File: src/rtl/pio_bus_pkg.sv
// Shared types and defaults for the parallel I/O bus master/arbiter.
// Holds the access-phase enum, default widths/timings and the counter sizing helper.
package pio_bus_pkg;

    typedef enum logic [2:0] {
        ST_IDLE,
        ST_SETUP,
        ST_STROBE,
        ST_HOLD,
        ST_DONE
    } pio_state_t;

    localparam int PIO_ADDR_W     = 2;
    localparam int PIO_DATA_W     = 8;
    localparam int PIO_SETUP_CYC  = 1;
    localparam int PIO_STROBE_CYC = 2;
    localparam int PIO_HOLD_CYC   = 1;

    // Width needed to hold max(s, t, h); never narrower than one bit.
    function automatic int pio_cnt_w(input int s, input int t, input int h);
        int m;
        m = s;
        if (t > m) m = t;
        if (h > m) m = h;
        if (m < 1) return 1;
        return $clog2(m + 1);
    endfunction

endpackage

File: src/rtl/pio_rr_arb.sv
// Two-way round-robin arbiter; owns the last-grant history bit.
// On a tie the requester not served most recently wins.
module pio_rr_arb (
    input  logic       clk,
    input  logic       reset,
    input  logic [1:0] req,
    input  logic       en,
    output logic       gnt_valid,
    output logic       gnt_idx
);

    logic last_grant;

    always_comb begin
        gnt_valid = |req;
        gnt_idx   = 1'b0;
        if (req == 2'b11) begin
            gnt_idx = ~last_grant;
        end else begin
            gnt_idx = req[1];
        end
    end

    // Resets to 1 so requester 0 takes the first tie.
    always_ff @(posedge clk or posedge reset) begin
        if (reset) begin
            last_grant <= 1'b1;
        end else if (en && gnt_valid) begin
            last_grant <= gnt_idx;
        end
    end

endmodule

File: src/rtl/pio_bus_arbiter.sv
// Bus master for the 8-bit parallel I/O peripheral, shared by two requesters.
// Each granted request becomes one registered setup/strobe/hold access followed by an ack.
module pio_bus_arbiter
    import pio_bus_pkg::*;
#(
    parameter int SETUP_CYC  = PIO_SETUP_CYC,
    parameter int STROBE_CYC = PIO_STROBE_CYC,
    parameter int HOLD_CYC   = PIO_HOLD_CYC,
    parameter int ADDR_W     = PIO_ADDR_W,
    parameter int DATA_W     = PIO_DATA_W
) (
    input  logic              clk,
    input  logic              reset,
    input  logic              req0,
    input  logic              req1,
    input  logic              we0,
    input  logic              we1,
    input  logic [ADDR_W-1:0] addr0,
    input  logic [ADDR_W-1:0] addr1,
    input  logic [DATA_W-1:0] wdata0,
    input  logic [DATA_W-1:0] wdata1,
    output logic              ack0,
    output logic              ack1,
    output logic [DATA_W-1:0] rdata,
    output logic              busy,
    output logic              gnt,
    output logic              cs_n,
    output logic              we_n,
    output logic              oe_n,
    output logic [ADDR_W-1:0] addr,
    output logic [DATA_W-1:0] data_tx,
    input  logic [DATA_W-1:0] data_rx
);

    generate
        if (SETUP_CYC < 1 || STROBE_CYC < 1 || HOLD_CYC < 1) begin : g_bad_timing
            $error("pio_bus_arbiter: SETUP_CYC, STROBE_CYC and HOLD_CYC must all be >= 1");
        end
    endgenerate

    localparam int CW = pio_cnt_w(SETUP_CYC, STROBE_CYC, HOLD_CYC);

    localparam logic [CW-1:0] SETUP_LD  = CW'(SETUP_CYC - 1);
    localparam logic [CW-1:0] STROBE_LD = CW'(STROBE_CYC - 1);
    localparam logic [CW-1:0] HOLD_LD   = CW'(HOLD_CYC - 1);

    pio_state_t    state;
    pio_state_t    state_n;
    logic [CW-1:0] cnt;
    logic          we_l;
    logic          gnt_valid;
    logic          gnt_idx;
    logic          grant;
    logic          last_phase;

    assign grant      = (state == ST_IDLE) && gnt_valid;
    assign last_phase = (cnt == '0);

    pio_rr_arb u_arb (
        .clk       (clk),
        .reset     (reset),
        .req       ({req1, req0}),
        .en        (state == ST_IDLE),
        .gnt_valid (gnt_valid),
        .gnt_idx   (gnt_idx)
    );

    always_comb begin
        state_n = state;
        case (state)
            ST_IDLE:   if (gnt_valid)  state_n = ST_SETUP;
            ST_SETUP:  if (last_phase) state_n = ST_STROBE;
            ST_STROBE: if (last_phase) state_n = ST_HOLD;
            ST_HOLD:   if (last_phase) state_n = ST_DONE;
            ST_DONE:   state_n = ST_IDLE;
            default:   state_n = ST_IDLE;
        endcase
    end

    always_ff @(posedge clk or posedge reset) begin
        if (reset) begin
            state <= ST_IDLE;
            cnt   <= '0;
        end else begin
            state <= state_n;
            // Phase counter is reloaded on every state entry and counts down to zero.
            if (state_n != state) begin
                case (state_n)
                    ST_SETUP:  cnt <= SETUP_LD;
                    ST_STROBE: cnt <= STROBE_LD;
                    ST_HOLD:   cnt <= HOLD_LD;
                    default:   cnt <= '0;
                endcase
            end else if (cnt != '0) begin
                cnt <= cnt - CW'(1);
            end
        end
    end

    // Transaction fields are captured at grant so later requester changes are ignored.
    always_ff @(posedge clk or posedge reset) begin
        if (reset) begin
            gnt     <= 1'b0;
            we_l    <= 1'b0;
            addr    <= '0;
            data_tx <= '0;
        end else if (grant) begin
            gnt     <= gnt_idx;
            we_l    <= gnt_idx ? we1 : we0;
            addr    <= gnt_idx ? addr1 : addr0;
            data_tx <= gnt_idx ? wdata1 : wdata0;
        end
    end

    always_ff @(posedge clk or posedge reset) begin
        if (reset) begin
            rdata <= '0;
        end else if (state == ST_STROBE && last_phase && !we_l) begin
            rdata <= data_rx;
        end
    end

    // Strobes, busy and acks are decoded from the next state so they change with the phase.
    always_ff @(posedge clk or posedge reset) begin
        if (reset) begin
            cs_n <= 1'b1;
            we_n <= 1'b1;
            oe_n <= 1'b1;
            busy <= 1'b0;
            ack0 <= 1'b0;
            ack1 <= 1'b0;
        end else begin
            cs_n <= (state_n != ST_STROBE);
            we_n <= !((state_n == ST_STROBE) && we_l);
            oe_n <= !((state_n == ST_STROBE) && !we_l);
            busy <= (state_n != ST_IDLE);
            ack0 <= (state_n == ST_DONE) && !gnt;
            ack1 <= (state_n == ST_DONE) && gnt;
        end
    end

endmodule

File: config.mk
export PLATFORM = sky130hd
export DESIGN_NAME = pio_bus_arbiter
export DESIGN_NICKNAME = d
export VERILOG_FILES = /design/src/rtl/pio_bus_pkg.sv /design/src/rtl/pio_rr_arb.sv /design/src/rtl/pio_bus_arbiter.sv
export SDC_FILE = /design/constraint.sdc
export NUM_CORES = 1
export LEC_CHECK = 0
export CORE_UTILIZATION = 38
export DETAILED_ROUTE_END_ITERATION = 10
export PLACE_DENSITY = 0.75
export SYNTH_ARGS = -nofsm -noshare
export SYNTH_HDL_FRONTEND = slang
export SYNTH_SLANG_ARGS = --single-unit
File: constraint.sdc
create_clock -name clk -period 1.6 [get_ports clk]
set_input_delay 0.16 -clock clk [delete_from_list [all_inputs] [get_ports clk]]
set_output_delay 0.16 -clock clk [all_outputs]
set_load 0.005 [all_outputs]
==> results of run 1 <==
==> critical path, cell delays in order, from the launching register on <==
cell     delay (ns)
dfrtp_1        0.38
inv_2          0.09
ha_4           0.15
nand2_4        0.05
or4_4          0.53
mux2_4         0.34
==> worst max-delay path by stage <==
stage                       startpoint                   end  slack, ns
global placement                  req1   addr[1]$_DFFE_PP0P_      -0.05
finish              cnt[0]$_DFFE_PP0P_  rdata[5]$_DFFE_PP0P_      -0.05
detailed placement                req1   addr[0]$_DFFE_PP0P_      -0.12
floorplan           cnt[0]$_DFFE_PP0P_  rdata[0]$_DFFE_PP0P_      -0.10
CTS                 cnt[0]$_DFFE_PP0P_  rdata[5]$_DFFE_PP0P_      -0.06
global route        cnt[0]$_DFFE_PP0P_  rdata[5]$_DFFE_PP0P_      -0.09
==> sequential cells by signal (all words and copies together), names as in the netlist <==
| name | flops |
|---|---|
| data_tx | 8 |
| rdata | 8 |
| state | 3 |
| addr | 2 |
| cnt | 2 |
| ack0 | 1 |
| ack1 | 1 |
| busy | 1 |
| cs_n | 1 |
| gnt | 1 |
| oe_n | 1 |
| u_arb.last_grant | 1 |
| we_l | 1 |
| we_n | 1 |
==> synthesized netlist by cell type, types with 2 or more instances <==
master / count
o221a_2: 11
buf_4: 3
buf_2: 2
a21oi_1: 4
dfrtp_1: 28
nand2_1: 5
dfstp_2: 4
inv_1: 5
a211oi_1: 2
clkbuf_1: 2
a21o_1: 11
a22o_1: 2
o21ai_0: 2
nand2b_1: 2
buf_6: 2
nor2_1: 3
mux2_4: 8
==> power by group <==
group          internal, uW  switching, uW  leakage, uW
sequential             1210            266     0.000368
clock                   462            300    0.0000552
combinational          1270            703     0.000537
==> repair_timing <==
item	4_1_cts	5_1_grt
endpoints found under the setup margin	8	17
pin swaps	0	0
resized for setup	0	2
setup buffers	0	0
==> cells by family (layout without fill, tap and decap cells) <==
kind of cell    count (synthesis)  count (layout)  synth area share (%)
compound gates                 36              36                  20.8
flops                          32              32                  56.0
simple gates                   20              20                  8.43
buf+inv                        14              79                  5.65
fa+ha+maj                       1               1                 0.869
mux                             8               8                  8.34
==> stage by stage <==
stage               worst slack [ns]  power (uW)
finish                       -0.0523        4210
global placement             -0.0497        3370
floorplan                     -0.100        2580
global route                 -0.0924        4490
detailed placement            -0.116        3460
CTS                          -0.0610        4230
==> routing by layer <==
metal  vias up  GRT usage, %
met4         0          4.26
met1       551          20.5
li1        529             -
met3         5          8.33
met2        44          28.2
met5         -             0
==> final cells by class <==
cell class                      count  area [sq um]
Fill cell                         310          1450
Sequential cell                    32           806
Timing Repair Buffer               66           641
Multi-Input combinational cell     65           577
Clock buffer                        6          72.6
Tap cell                           48          60.1
Clock inverter                      2          35.0
Inverter                            5          18.8
==> impl_results.md, run 1 <==
- Result of the run: finished, violations left
- Failing checks: DRC, setup timing
- Hold_ws: 0.252 ns
- VDD IR-drop max: 0.000978 V
- First-pass GRT wire length: 5330 microns
- Mapped cell area: 1440 sq um
- FP Rows: 22
- Dpl cells: 216
- Pin count of the biggest net entering global routing: 33
- Final setup violation count: 8
- Met3 Routed Length: 242 microns
- Initial Util: 39.3%
- Die ar.: 4040 sq um
- Asr flop ratio synth: 100%
- Root buffer cell: clkbuf_8
- Final count of pins violating max slew: 0
- Most common cell after layout, fill and taps aside: clkdlybuf4s50_1
- Post-Syn Nets: 146
- Cell variety after synth: 32
- Yosys Warn Count: 0
- Slew margin rel.: 74.2%
- Most used DFF post-synth: dfrtp_1
- Critical path startpoint category: register
- Die H: 63.6 microns
- Largest cells by area after synthesis: dfrtp_1, o221a_2, mux2_4
- Area leader, netlist: dfrtp_1
- ANT nets after route: 0
- Routability cong.: 0.790
- Setup TNS: -0.364 ns
- Worst r2r src: cnt[0]$_DFFE_PP0P_
- Reg2reg setup slack: -0.05 ns
- DRT iter0 DRCs: 20
- Slew @ Worst Pin: 0.387 ns
- RSZ-0062 raised after global routing: yes
- Required @ worst endpoint: 1.77 ns
- Avg WL per Cell: 14.2 microns
- WL final: 3190 microns
- Antenna Cells: 0
- CP endpoint kind: register
- Die width: 63.6 microns
- Clock tree buffer depth: 2
- Metal2 WL: 1580 microns
- Worst reg2reg path endpoint: rdata[5]$_DFFE_PP0P_
- Total grt overflow: 0
- CTS sink cnt: 32
- Vias: 1129
- Reg2Reg Depth: 5
- Crit-path max FO: 8
- Synth-to-Final Area Change: 53.4%
- Vias in the first global route: 1174
- Worst hold path class: in -> async
- Final Hold Vio Count: 0
- Yosys top cell area share: 48.7%
- Critical path arrival: 1.82 ns
- CTS clk-pin slew, worst paths: 0.07 ns
- Non-Filler Instances: 224
- Max Used Layer: met4
- Num ports: 59
- TritonCTS clock tree: built
- Nets: 210
- Post-DP HPWL: 2360 microns
- Layout Utilization: 60.4%
- Hold_buf cts: 0
- Number of synthesized flops with an enable pin: 0
- Most frequent cells in the layout: clkdlybuf4s50_1, dfrtp_1, a21o_1, o221a_2
- Layout cell share with drive strength beyond 1: 27.3%
- CP Class: reg -> reg
- H-tree depth: 2
- Clock latency on the worst-skew pair: 0.28 ns
- Post-layout instance area: 2210 sq um
- Syn Area/Cell: 13.0 sq um
- Period minus WS final: 1.65 ns
- Power density cells: 1910 nW/um^2
- Area after DPL: 2100 sq um
- Port Buffers: 58
- Fin crit share: 103%
- Max Cap Viol: 0
- Core ar.: 3660 sq um
- DRT met1 WL: 1330 microns
- Clock buffer count from CTS: 5
- Overall routing resource usage: 17.4%
- Layout Skew: 0.00831 ns
- Worst setup margin: -0.0523 ns
- Leak: 0.000960 uW
- Post-Syn Instances: 111
- F_max: 605 MHz
- Sequential fraction of the synthesis area: 56.0%
- Initial antenna violation count: 0
- Post-synthesis register bit count: 32
- DRT Pass-1 Iters: 7
- Routed vias/inst: 5.04
- DR DRC count: 1
(Power assumes the default switching activity.)
==> inputs of run 2 (changes only) <==
--- a/config.mk
+++ b/config.mk
@@ -5,9 +5,11 @@
 export SDC_FILE = /design/constraint.sdc
 export NUM_CORES = 1
 export LEC_CHECK = 0
+export ABC_CLOCK_PERIOD_IN_PS = 1600
 export CORE_UTILIZATION = 38
 export DETAILED_ROUTE_END_ITERATION = 10
 export PLACE_DENSITY = 0.75
+export SLEW_MARGIN = 30
 export SYNTH_ARGS = -nofsm -noshare
 export SYNTH_HDL_FRONTEND = slang
 export SYNTH_SLANG_ARGS = --single-unit
==> results of run 2 <==
No change in the layout: final DEF, timing and power equal those of run 1.
==> inputs of run 3 (changes only) <==
--- a/config.mk
+++ b/config.mk
@@ -8,6 +8,7 @@
 export ABC_CLOCK_PERIOD_IN_PS = 1600
 export CORE_UTILIZATION = 38
 export DETAILED_ROUTE_END_ITERATION = 10
+export GPL_TIMING_DRIVEN = 1
 export PLACE_DENSITY = 0.75
 export SLEW_MARGIN = 30
 export SYNTH_ARGS = -nofsm -noshare
==> results of run 3 <==
No change in the layout: final DEF, timing and power equal those of run 1.
